==> src/rtl/bcd_count_ctrl_pkg.sv <==
// Shared state encodings and digit constants for the BCD count blocks.
// Imported by the display driver and future BCD logic as well.
package bcd_count_ctrl_pkg;

    typedef enum logic [1:0] {
        ST_IDLE = 2'd0,
        ST_RUN  = 2'd1,
        ST_HOLD = 2'd2,
        ST_DONE = 2'd3
    } state_t;

    localparam logic [3:0] BCD_DIGIT_MAX = 4'd9;

    function automatic logic [3:0] clamp_digit(input logic [3:0] d);
        return (d > BCD_DIGIT_MAX) ? BCD_DIGIT_MAX : d;
    endfunction

endpackage

==> src/rtl/bcd_count_ctrl_inc12.sv <==
// bcd_inc12: 3-digit BCD incrementor, 999 rolls to 000.
// Purely combinational; digits assumed 0-9 on input.
module bcd_inc12
    import bcd_count_ctrl_pkg::*;
(
    input  logic [11:0] din,
    output logic [11:0] dout
);

    always_comb begin
        logic c;
        dout = din;
        c    = 1'b1;
        for (int i = 0; i < 3; i++) begin
            if (c) begin
                if (din[4*i +: 4] >= BCD_DIGIT_MAX) begin
                    dout[4*i +: 4] = 4'd0;
                end else begin
                    dout[4*i +: 4] = din[4*i +: 4] + 4'd1;
                    c = 1'b0;
                end
            end
        end
    end

endmodule

==> src/rtl/bcd_count_ctrl.sv <==
// bcd_count_ctrl: start/stop/clear sequencer around bcd_inc12.
// Define BCD_CNT_LOAD_EN to add the load/ld2..ld0 preset ports.
module bcd_count_ctrl
    import bcd_count_ctrl_pkg::*;
#(
    parameter logic [3:0] TERM2        = 4'd9,
    parameter logic [3:0] TERM1        = 4'd9,
    parameter logic [3:0] TERM0        = 4'd9,
    parameter bit         STOP_AT_TERM = 1'b1
) (
    input  logic       clk,
    input  logic       reset_n,
    input  logic       start,
    input  logic       stop,
    input  logic       clear,
    input  logic       tick,
`ifdef BCD_CNT_LOAD_EN
    input  logic       load,
    input  logic [3:0] ld2,
    input  logic [3:0] ld1,
    input  logic [3:0] ld0,
`endif
    output logic [3:0] out2,
    output logic [3:0] out1,
    output logic [3:0] out0,
    output logic       running,
    output logic       done,
    output logic       wrap
);

    localparam logic [11:0] TERM = {TERM2, TERM1, TERM0};

    if (TERM2 > BCD_DIGIT_MAX || TERM1 > BCD_DIGIT_MAX ||
        TERM0 > BCD_DIGIT_MAX) begin : g_bad_term
        $error("bcd_count_ctrl: TERM digit above 9");
    end

    state_t      state_q, state_d;
    logic [11:0] cnt_q, cnt_d, cnt_inc, ld_val;
    logic        wrap_q, wrap_d;
    logic        load_ok;

    bcd_inc12 u_inc (
        .din  (cnt_q),
        .dout (cnt_inc)
    );

`ifdef BCD_CNT_LOAD_EN
    // Presets only land while the count is parked.
    assign load_ok = load &&
        (state_q == ST_IDLE || state_q == ST_HOLD);
    assign ld_val  = {clamp_digit(ld2), clamp_digit(ld1),
                      clamp_digit(ld0)};
`else
    assign load_ok = 1'b0;
    assign ld_val  = 12'd0;
`endif

    always_ff @(posedge clk or negedge reset_n) begin
        if (!reset_n) begin
            state_q <= ST_IDLE;
            cnt_q   <= 12'd0;
            wrap_q  <= 1'b0;
        end else begin
            state_q <= state_d;
            cnt_q   <= cnt_d;
            wrap_q  <= wrap_d;
        end
    end

    always_comb begin
        state_d = state_q;
        cnt_d   = cnt_q;
        wrap_d  = 1'b0;
        if (clear) begin
            state_d = ST_IDLE;
            cnt_d   = 12'd0;
        end else if (load_ok) begin
            cnt_d = ld_val;
        end else if (stop && state_q == ST_RUN) begin
            state_d = ST_HOLD;
        end else if (start &&
                     (state_q == ST_IDLE || state_q == ST_HOLD)) begin
            state_d = ST_RUN;
        end else if (tick && state_q == ST_RUN) begin
            if (cnt_q != TERM) begin
                cnt_d = cnt_inc;
            end else if (STOP_AT_TERM) begin
                state_d = ST_DONE;
            end else begin
                cnt_d  = 12'd0;
                wrap_d = 1'b1;
            end
        end
    end

    always_comb begin
        {out2, out1, out0} = cnt_q;
        running = (state_q == ST_RUN);
        done    = (state_q == ST_DONE);
        wrap    = wrap_q;
    end

endmodule

==> config.mk <==
export PLATFORM = sky130hd
export DESIGN_NAME = bcd_count_ctrl
export DESIGN_NICKNAME = d
export VERILOG_FILES = /design/src/rtl/bcd_count_ctrl_pkg.sv /design/src/rtl/bcd_count_ctrl_inc12.sv /design/src/rtl/bcd_count_ctrl.sv
export SDC_FILE = /design/constraint.sdc
export NUM_CORES = 1
export LEC_CHECK = 0
export ABC_AREA = 0
export BUFFER_PORTS_ARGS = -buffer_cell sky130_fd_sc_hd__buf_2
export CORE_ASPECT_RATIO = 1.4
export CORE_MARGIN = 3
export CORE_UTILIZATION = 50
export DETAILED_ROUTE_END_ITERATION = 16
export PLACE_DENSITY = 0.74
export REMOVE_ABC_BUFFERS = 1
export SYNTH_ARGS = -nofsm -noshare
export SYNTH_HDL_FRONTEND = slang
export SYNTH_SLANG_ARGS = --single-unit
==> constraint.sdc <==
create_clock -name clk -period 2.5 [get_ports clk]
set_input_delay 0.75 -clock clk [delete_from_list [all_inputs] [get_ports clk]]
set_output_delay 0.75 -clock clk [all_outputs]
set_load 0.005 [all_outputs]
### After elaboration in Yosys (flattened, before gate mapping)

Cells that the tools add are included.

* word-level logic and storage cells: 49
* register bits after elaboration: 14
* input port bits: 6
* output and inout port bits: 15

* muxes and demuxes: 18
* add/subtract/negate cells: 3
* reduce and logical (&&, ||, !) cells: 14
* $lt $le $gt $ge: 3
* eq/ne operators: 7

Operators by type and width (count)
* 12-bit 2-to-1 mux: 5
* 4-bit 2-to-1 mux: 5
* 4-bit by 1-bit adder with 4-bit output, second input constant: 3
* 4-bit >= comparator, second input constant: 3
* 12-bit inequality test, second input constant: 1
* 2-bit 2-to-1 mux: 5
* 5-bit AND reduction: 2
* 2-bit nonzero test: 4
* 2-bit == test, second input constant: 2
* 2-bit inequality test, second input constant: 2
* 4-bit inequality test, second input constant: 1
* 4-bit AND reduction: 1
* 4-bit nonzero test: 1
* 1-bit logical AND: 3
* 1-bit 2-to-1 mux: 3
* 2-bit by 1-bit == test with 1-bit output, second input constant: 1
* 2-bit logical NOT: 1
* 2-bit AND reduction: 1
* 1-bit logical OR: 1

### Longest topological paths before layout

Gate-level depths: netlist (run 1).

* depth after elaboration: 9
* gate-level depth with buffers: 7

### By module

Synthesis (run 1) repeated with hierarchy kept, for this count alone.

* cell total of the unflattened synthesis: 110
* area, all modules: 1118.6 µm²

Modules (own cells, without submodules)
* bcd_count_ctrl: cells each 61, instances 1, area an instance 759.5 µm², seq. area each 350.3 µm²
* bcd_inc12: cells each 49, instances 1, area an instance 359.1 µm², seq. area each 0.0 µm²

### Worst setup path after synthesis (run 1)

No wires, ideal clock.

* kind: register -> register
* from: register cnt_q[8]
* to: register cnt_q[10]
* period minus slack after synthesis: 1883 ps
* data arrival time: 1761 ps
* path buffers: 0
* stages on the path, launching flop included: 7
* setup time: 122 ps
* setup slack: 617 ps
* cells stage by stage: dfrtp_1 ha_1 and4b_1 and2_4 nor4_4 o21ai_1 a32o_1

* word-level cells in the longest chain between the ends: 8
* elaborated cells between the ends (all ways): 12
* classes of those cells: 1 x add/sub; 1 x order compare; 1 x eq/ne; 7 x mux; 2 x reduce/logical

RTL lines
* start, declared: RTL line bcd_count_ctrl.sv:39 `logic [11:0] cnt_q, cnt_d, cnt_inc, ld_val;`
* start signal, assigned: RTL line bcd_count_ctrl.sv:66 `cnt_q <= cnt_d;`
* 4-bit by 1-bit adder with 4-bit output or 4-bit >= comparator (tied branches): RTL line bcd_count_ctrl_inc12.sv:19, bcd_count_ctrl_inc12.sv:16
* 4-bit 2-to-1 mux: RTL line bcd_count_ctrl_inc12.sv:16 `if (din[4*i +: 4] >= BCD_DIGIT_MAX) begin`
* 4-bit 2-to-1 mux: RTL line bcd_count_ctrl_inc12.sv:15 `if (c) begin`
* 12-bit 2-to-1 mux: RTL line bcd_count_ctrl.sv:86 `if (cnt_q != TERM) begin`
* 12-bit 2-to-1 mux: RTL line bcd_count_ctrl.sv:85 `end else if (tick && state_q == ST_RUN) begin`
* 12-bit 2-to-1 mux: RTL line bcd_count_ctrl.sv:82 `end else if (start &&`
* 12-bit 2-to-1 mux: RTL line bcd_count_ctrl.sv:80 `end else if (stop && state_q == ST_RUN) begin`
* 12-bit 2-to-1 mux: RTL line bcd_count_ctrl.sv:75 `if (clear) begin`

Several ways; a longest one is shown, not always the timed one. The select of a mux whose other input is x is not followed.
A chain may end at the register's enable or synchronous reset.

### Final worst setup path (run 1)

* from: register cnt_q[0]
* to: register cnt_q[10]

* word-level cells in the longest chain between the ends: 5
* elaborated cells between the ends (all ways): 7
* classes of those cells: 1 x order compare; 1 x eq/ne; 2 x mux; 3 x reduce/logical

RTL lines (RTL line)
* 4-bit >= comparator: bcd_count_ctrl_inc12.sv:16
* 1-bit 2-to-1 mux: bcd_count_ctrl_inc12.sv:16
* 1-bit 2-to-1 mux: bcd_count_ctrl_inc12.sv:15
* 2-bit nonzero test (no source line)
* 5-bit AND reduction (no source line) (*)

Every way passes the cells marked *; elsewhere a longest branch is shown, timed or not.

==> run_results.csv, run 1 <==
group,metric,value,unit
setup_path,max_stage_delay,460,ps
timing,finalHoldViolCount,0,
timing,maxSlewViolCount,0,
detailed_routing,dr_total_vias,809,
layout,final_nets,137,
pwr,total_power,0.473,mW
setup_path,cp_top_family,"simple AND/OR/NAND/NOR gates",
clock_network,clk_latency,290,ps
yosys,muxShareOfSynthArea,1.08,%
timing,finalSetupViolations,0,
global_route,grt_first_pass_wirelength,3460,um
timing,fin_tns_setup,0,ps
clock_network,cts_max_level,1,
placed_design,routabilityCongestion,0.837,
layout,drive_gt1_share,20.7,%
global_route,grt.total_usage,18.1,%
floorplanning,core_area,0.00166,mm^2
clock_network,clk_path_buf_depth,2,
clock_network,cts_hold_buf,0,
clock_network,post_cts_buffers,0,
global_route,antenna_found_initial,0,
setup_path,worst-path-buf-inv,1,
clock_network,postCtsResizedCells,0,
yosys,yosysSeqAreaShare,37.6,%
setup_path,rr_worst_depth,7,
yosys,synth_area_per_cell,9.31,um^2
layout,final_area,0.00107,mm^2
setup_path,endpoint,"cnt_q[10]",
floorplanning,rows,17,
global_route,grt_max_degree,15,
floorplanning,die_w,42.5,um
setup_path,regToRegStartpoint,"cnt_q[0]",
yosys,yosys_warnings,0,
floorplanning,dieArea,0.00242,mm^2
min_path,min_path_type,"input pin to asynchronous set/reset pin",
setup_path,worstSetupPathType,"flip-flop to flip-flop",
timing,timing.final.crit_period,2080,ps
timing,rsz0062_at_grt,"false",
yosys,synthSimpleGateAreaFrac,26.2,%
setup_path,timing.rr.end,"cnt_q[10]",
detailed_routing,viasPerCell,5.78,
placed_design,placement.io_buffers,19,
yosys,synthTopCellsByArea,"dfrtp_1 38%, ha_1 12%, inv_1 4.4%",
timing,setup_ws,417,ps
setup_path,cp_slowest_cell,"nor4_4",
timing,skew,1.08,ps
detailed_routing,wl,1940,um
placed_design,place_inst,136,
yosys,synth_xor_area_share,0,%
layout,fin_util,64.8,%
placed_design,hpwl,1480,um
yosys,synth_common_cells,"14 x dfrtp_1, 11 x inv_1, 9 x ha_1",
pwr,peakVddDrop,0.354,mV
pwr,pwr_density_cell,440,mW/mm^2
clock_network,cts_buffers,3,
detailed_routing,route.detailed.drc,0,
timing,slew_headroom,63.0,%
yosys,async_flop_share,100,%
global_route,grt-ovfl-total,0,
layout,fill_cells,143,
yosys,synth_compound_area_share,16.9,%
detailed_routing,dr.pass1.iters,4,
floorplanning,start_util,56.1,%
yosys,yosysTopAreaCell,"dfrtp_1",
yosys,yosys_register_bits,14,
setup_path,required,2680,ps
setup_path,crit_path_start_kind,"flip-flop",
placed_design,dpl-instance-area,0.00104,mm^2
timing,post-route-period-util,83.3,%
setup_path,endpoint_kind,"flip-flop",
detailed_routing,ant_nets,0,
floorplanning,die_y,57.1,um
yosys,ys.flop_type,"dfrtp_1",
placed_design,pre_cts_ws,416,ps
timing,worst_pin_slew,555,ps
setup_path,rrSetupSlack,420,ps
clock_network,cts_tree,"built",
yosys,syn_inst,100,
yosys,synthAdderAreaFrac,12.1,%
setup_path,crit_chain,"inv_1 -> ha_1 -> nor3b_1 -> nand2b_1 -> nor4_4 -> o21ai_1 -> a32o_1",
pwr,p_leak,0.528,nW
job,drv_cap,0,
setup_path,path_max_fanout,7,
layout,antennaDiodeCount,0,
detailed_routing,wl_per_cell,13.9,um
setup_path,worstSetupPathDepth,7,
yosys,netlist.area_leader.share,37.6,%
yosys,synth-edff-count,0,
timing,hold_slack,339,ps
setup_path,timing.critical_path.from,"cnt_q[0]",
yosys,synth_cell_type_count,35,
detailed_routing,drt-initial-drc-count,14,
floorplanning,num_io_pins,21,
setup_path,cp.arrival,2270,ps
layout,area_delta_synth_final,15.5,%
timing,timing.fmax,480,MHz
yosys,synthMostInstantiatedCell,"dfrtp_1",
yosys,syn_area,931,um^2
clock_network,clock_sinks,14,
yosys,synth_top_family_by_area,"simple AND/OR/NAND/NOR gates",
status,status,"completed",
layout,final_cells,140,
global_route,grt_pass1_vias,820,
clock_network,root_buffer,"clkbuf_4",
clock_network,clk_pin_slew_worst_paths,90,ps
-- where the power goes --
group	switching, mW	total [mW]	leakage (nW)	internal [mW]
Combinational	0.0328	0.0583	0.315	0.0254
Clock	0.0822	0.171	0.0210	0.0888
Sequential	0.0105	0.244	0.192	0.234
Total	0.126	0.473	0.528	0.348
-- registers in the layout (all words and copies together) (netlist names) --
signal   count
state_q      2
cnt_q       12
-- layout by cell type, fill, tap and decap left out, drive strengths merged, types with 2 or more instances in the layout --
cell type  netlist  layout
a21boi           2       2
clkbuf           1       4
nand4            2       2
inv             11      11
nand2            4       4
buf              1      19
nand3            6       6
ha               9       9
nor3b            3       3
nor2             5       5
and2             3       3
dfrtp           14      14
o21ai            7       7
a21oi            6       6
a211oi           3       3
nand2b           5       5
o21a             2       2
-- worst min-delay path by stage --
| stage | cells past startpoint | endpoint | slack, ps | start |
|---|---|---|---|---|
| 3_5_place_dp | 2 | cnt_q[5] | 560 | cnt_q[5] |
| 2_1_floorplan | 0 | cnt_q[0] | 450 | reset_n |
| 5_1_grt | 1 | cnt_q[9] | 350 | reset_n |
| 6_report | 1 | cnt_q[7] | 340 | reset_n |
| 3_3_place_gp | 2 | cnt_q[5] | 540 | cnt_q[5] |
| 4_1_cts | 1 | cnt_q[9] | 350 | reset_n |
-- routing by layer --
layer / vias to the layer above / part of all wire (%) / global-route usage [%]
met4: 0 / 2.1 / 9.33
met1: 380 / 45 / 21.5
li1: 401 / - / -
met5: - / 0 / 0
met2: 23 / 48 / 31.6
met3: 5 / 4.4 / 2.21
-- worst register-to-register path: stages, from the launching register on --
cell      delay, ps
dfrtp_1         450
inv_1            90
ha_1            190
nor3b_1         140
nand2b_1        240
nor4_4          460
o21ai_1         130
a32o_1          270
-- cells by family (layout without fill, tap and decap cells) --
logic type / Yosys count / count (layout)
simple gates: 37 / 37
compound gates: 25 / 25
flops: 14 / 14
buf+inv: 13 / 34
fa+ha+maj: 9 / 9
other cells: 1 / 1
mux: 1 / 1
-- cell type report --
type                       instances  area [um^2]  area share (%)
timing repair buffer              19         95.1            8.85
multi-input combinational         73          528            49.1
inverter                          11         41.3            3.84
tap                               19         23.8            2.21
clock buffer                       4         36.3            3.38
sequential                        14          350            32.6
(Power assumes the default switching activity.)
==> inputs of run 2 (changes only) <==
- ABC_AREA: 0 -> 1
- CORE_UTILIZATION: 50 -> 48
- PLACE_DENSITY: 0.74 -> 0.73
- clock period: 2.5 -> 1.7 ns (I/O delays scaled with it)
==> run 2 against run 1 <==
  * Cell area up 13%
  * Routed wire length up 5.4%
  * Hold slack worse by 240 ps
  * Clock power up 45%
  * Critical path depth down 5
  * Cell count up 26%
  * Global-route usage down 1.2 points
  * Combinational power rose to 4.2 times the previous value
  * Sequential cell count unchanged
  * Die area up 15%
  * Total power up 93%
  * Critical path type is now flip-flop to output pin
  * Largest cell class unchanged
==> run_results.csv, run 2 <==
group,metric,value,unit
clock_network,post_cts_buffers,0,
layout,top_regs,"cnt_q (12), state_q (2)",
job,drv_cap,0,
floorplanning,dieArea,0.00280,mm^2
floorplanning,die_w,45.6,um
setup_path,required,1190,ps
setup_path,path_max_fanout,4,
yosys,synth_cell_type_count,26,
yosys,synth-edff-count,0,
clock_network,cts_hold_buf,0,
pwr,pwr-share-seq,45.7,%
timing,maxSlewViolCount,0,
timing,rsz0062_at_grt,"false",
pwr,clockPowerShare,27.2,%
timing,skew,3.66,ps
placed_design,place_inst,172,
floorplanning,num_io_pins,21,
layout,drive_gt1_share,25.8,%
global_route,grt_max_degree,15,
yosys,synth_common_cells,"35 x nand2_1, 18 x inv_1, 14 x dfrtp_1",
global_route,antenna_found_initial,0,
clock_network,clk_pin_slew_worst_paths,90,ps
floorplanning,start_util,52.1,%
floorplanning,core_area,0.00202,mm^2
layout,largest_register_ff_count,12,
pwr,pwr_density_cell,753,mW/mm^2
yosys,syn_inst,132,
detailed_routing,route.detailed.drc,0,
global_route,grt-ovfl-total,0,
detailed_routing,wl_per_cell,11.6,um
pwr,internal-power,0.602,mW
timing,timing.fmax,646,MHz
detailed_routing,viasPerCell,5.19,
layout,final_nets,171,
detailed_routing,dr.pass1.iters,4,
setup_path,cp_slowest_cell,"dfrtp_1",
yosys,async_flop_share,100,%
timing,hold_slack,100,ps
yosys,synthMostInstantiatedCell,"nand2_1",
setup_path,cp_top_family,"flip-flops",
timing,post-route-period-util,91.0,%
clock_network,cts_buffers,3,
placed_design,routabilityCongestion,0.779,
layout,final_cell_mix,"35 x nand2_1, 19 x buf_2, 18 x inv_1, 14 x dfrtp_1, 9 x ha_1",
setup_path,max_stage_delay,460,ps
placed_design,hpwl,1670,um
layout,multi_input_area,619,um^2
pwr,peakVddDrop,0.542,mV
setup_path,cp.arrival,1040,ps
yosys,ys.flop_type,"dfrtp_1",
global_route,grt_pass1_vias,837,
yosys,syn_area,0.00105,mm^2
placed_design,placement.io_buffers,19,
clock_network,root_buffer,"clkbuf_4",
min_path,min_path_type,"input pin to asynchronous set/reset pin",
layout,area_delta_synth_final,15.0,%
global_route,grt.total_usage,16.9,%
yosys,yosysTopAreaCell,"dfrtp_1",
clock_network,cts_tree,"built",
yosys,synth_area_per_cell,7.97,um^2
setup_path,endpoint_kind,"output pin",
yosys,yosysSeqAreaShare,33.3,%
layout,final_common_cell,"nand2_1",
pwr,p_comb_share,27.1,%
layout,final_cells,176,
timing,finalSetupViolations,0,
yosys,yosys_register_bits,14,
setup_path,worst-path-buf-inv,1,
detailed_routing,drt-initial-drc-count,26,
timing,finalHoldViolCount,0,
clock_network,clock_sinks,14,
setup_path,crit_chain,"nor2_8 -> buf_2",
setup_path,crit_path_start_kind,"flip-flop",
floorplanning,rows,19,
setup_path,worstSetupPathType,"flip-flop to output pin",
detailed_routing,ant_nets,0,
layout,regMostFlops,"cnt_q",
clock_network,clk_latency,290,ps
status,status,"completed",
layout,register_area,350,um^2
clock_network,cts_max_level,1,
clock_network,clk_path_buf_depth,2,
pwr,p_switching,0.310,mW
layout,antennaDiodeCount,0,
clock_network,postCtsResizedCells,0,
timing,timing.final.crit_period,1550,ps
yosys,yosys_warnings,0,
detailed_routing,dr_total_vias,914,
pwr,swShare,34.0,%
yosys,netlist.area_leader.share,33.3,%
detailed_routing,wl,2040,um
layout,fill_cells,185,
yosys,synthTopCellsByArea,"dfrtp_1 33%, nand2_1 12%, ha_1 11%",
pwr,p_leak,0.637,nW
floorplanning,die_y,61.4,um
timing,fin_tns_setup,0,ps
global_route,grt_first_pass_wirelength,3430,um
[run 2: cell types whose count changed after synthesis, sizes merged, moves of 3 or more]
cell	before	now
a211oi	3	0
a21oi	6	2
and2	3	0
inv	11	20
nand2	4	40
nand2b	5	0
nand3	6	11
nand4	2	8
nor2	5	10
nor3b	3	0
xor2	0	3
[run 2: cell families (layout without fill, tap and decap cells)]
| group | Yosys count | count (layout) | share of synthesized area, % |
|---|---|---|---|
| simple gates | 71 | 71 | 37.1 |
| buf+inv | 21 | 44 | 7.85 |
| flops | 14 | 14 | 33.3 |
| compound gates | 12 | 12 | 7.37 |
| fa+ha+maj | 9 | 9 | 10.7 |
| xor+xnor | 4 | 4 | 3.33 |
| other cells | 1 | 1 | 0.356 |
[run 2: final timing paths]
kind                       slack, ps    endpoint  cells after the start  startpoint
max                              150     running                      2  state_q[1]
min                              100  state_q[1]                      1     reset_n
max reg2reg                      160    cnt_q[8]                      8    cnt_q[0]
min reg2reg                      580    cnt_q[9]                      2    cnt_q[9]
max in group asynchronous       1360    cnt_q[1]                      1     reset_n
min in group clk                 470  state_q[0]                      3       start
[run 2: cell type report]
class / instances / area share (%)
clock buffer: 4 / 3.00
multi-input combinational: 97 / 51.2
timing repair buffer: 20 / 8.48
tap: 21 / 2.17
inverter: 20 / 6.20
sequential: 14 / 29.0
[run 2: layer usage]
layer,GRT usage (%),up-vias,part of all wire [%]
met2,30.3,14,55
met1,18.7,421,41
met4,10.0,0,2.2
met3,1.75,5,2.6
li1,-,474,-
met5,0,-,0
[run 2: per-stage QoR]
stage / power [mW] / setup WS [ps] / utilization, % / area (um^2)
floorplan: 0.583 / 297 / - / 1040
global placement: 0.663 / 210 / 58.1 / 1170
detailed placement: 0.674 / 163 / 58.1 / 1170
CTS: 0.922 / 133 / 59.9 / 1210
global route: 0.977 / 27.0 / 59.9 / 1210
finish: 0.912 / 153 / 59.9 / 1210
[run 2: power groups by stage]
stage	Sequential, mW	Combinational (mW)	Clock [mW]
finish	0.416	0.247	0.248
global route	0.424	0.285	0.268
floorplan	0.423	0.160	0
global placement	0.421	0.242	0
detailed placement	0.424	0.250	0
CTS	0.417	0.252	0.253
[run 2: worst reg2reg max path, stage by stage (launching register included)]
cell     delay (ps)
dfrtp_1         440
inv_1            90
ha_1            210
nand2_2          80
nand2_2          80
o21ai_4         260
nand3_2         150
nand2_1          90
nand2_1          50
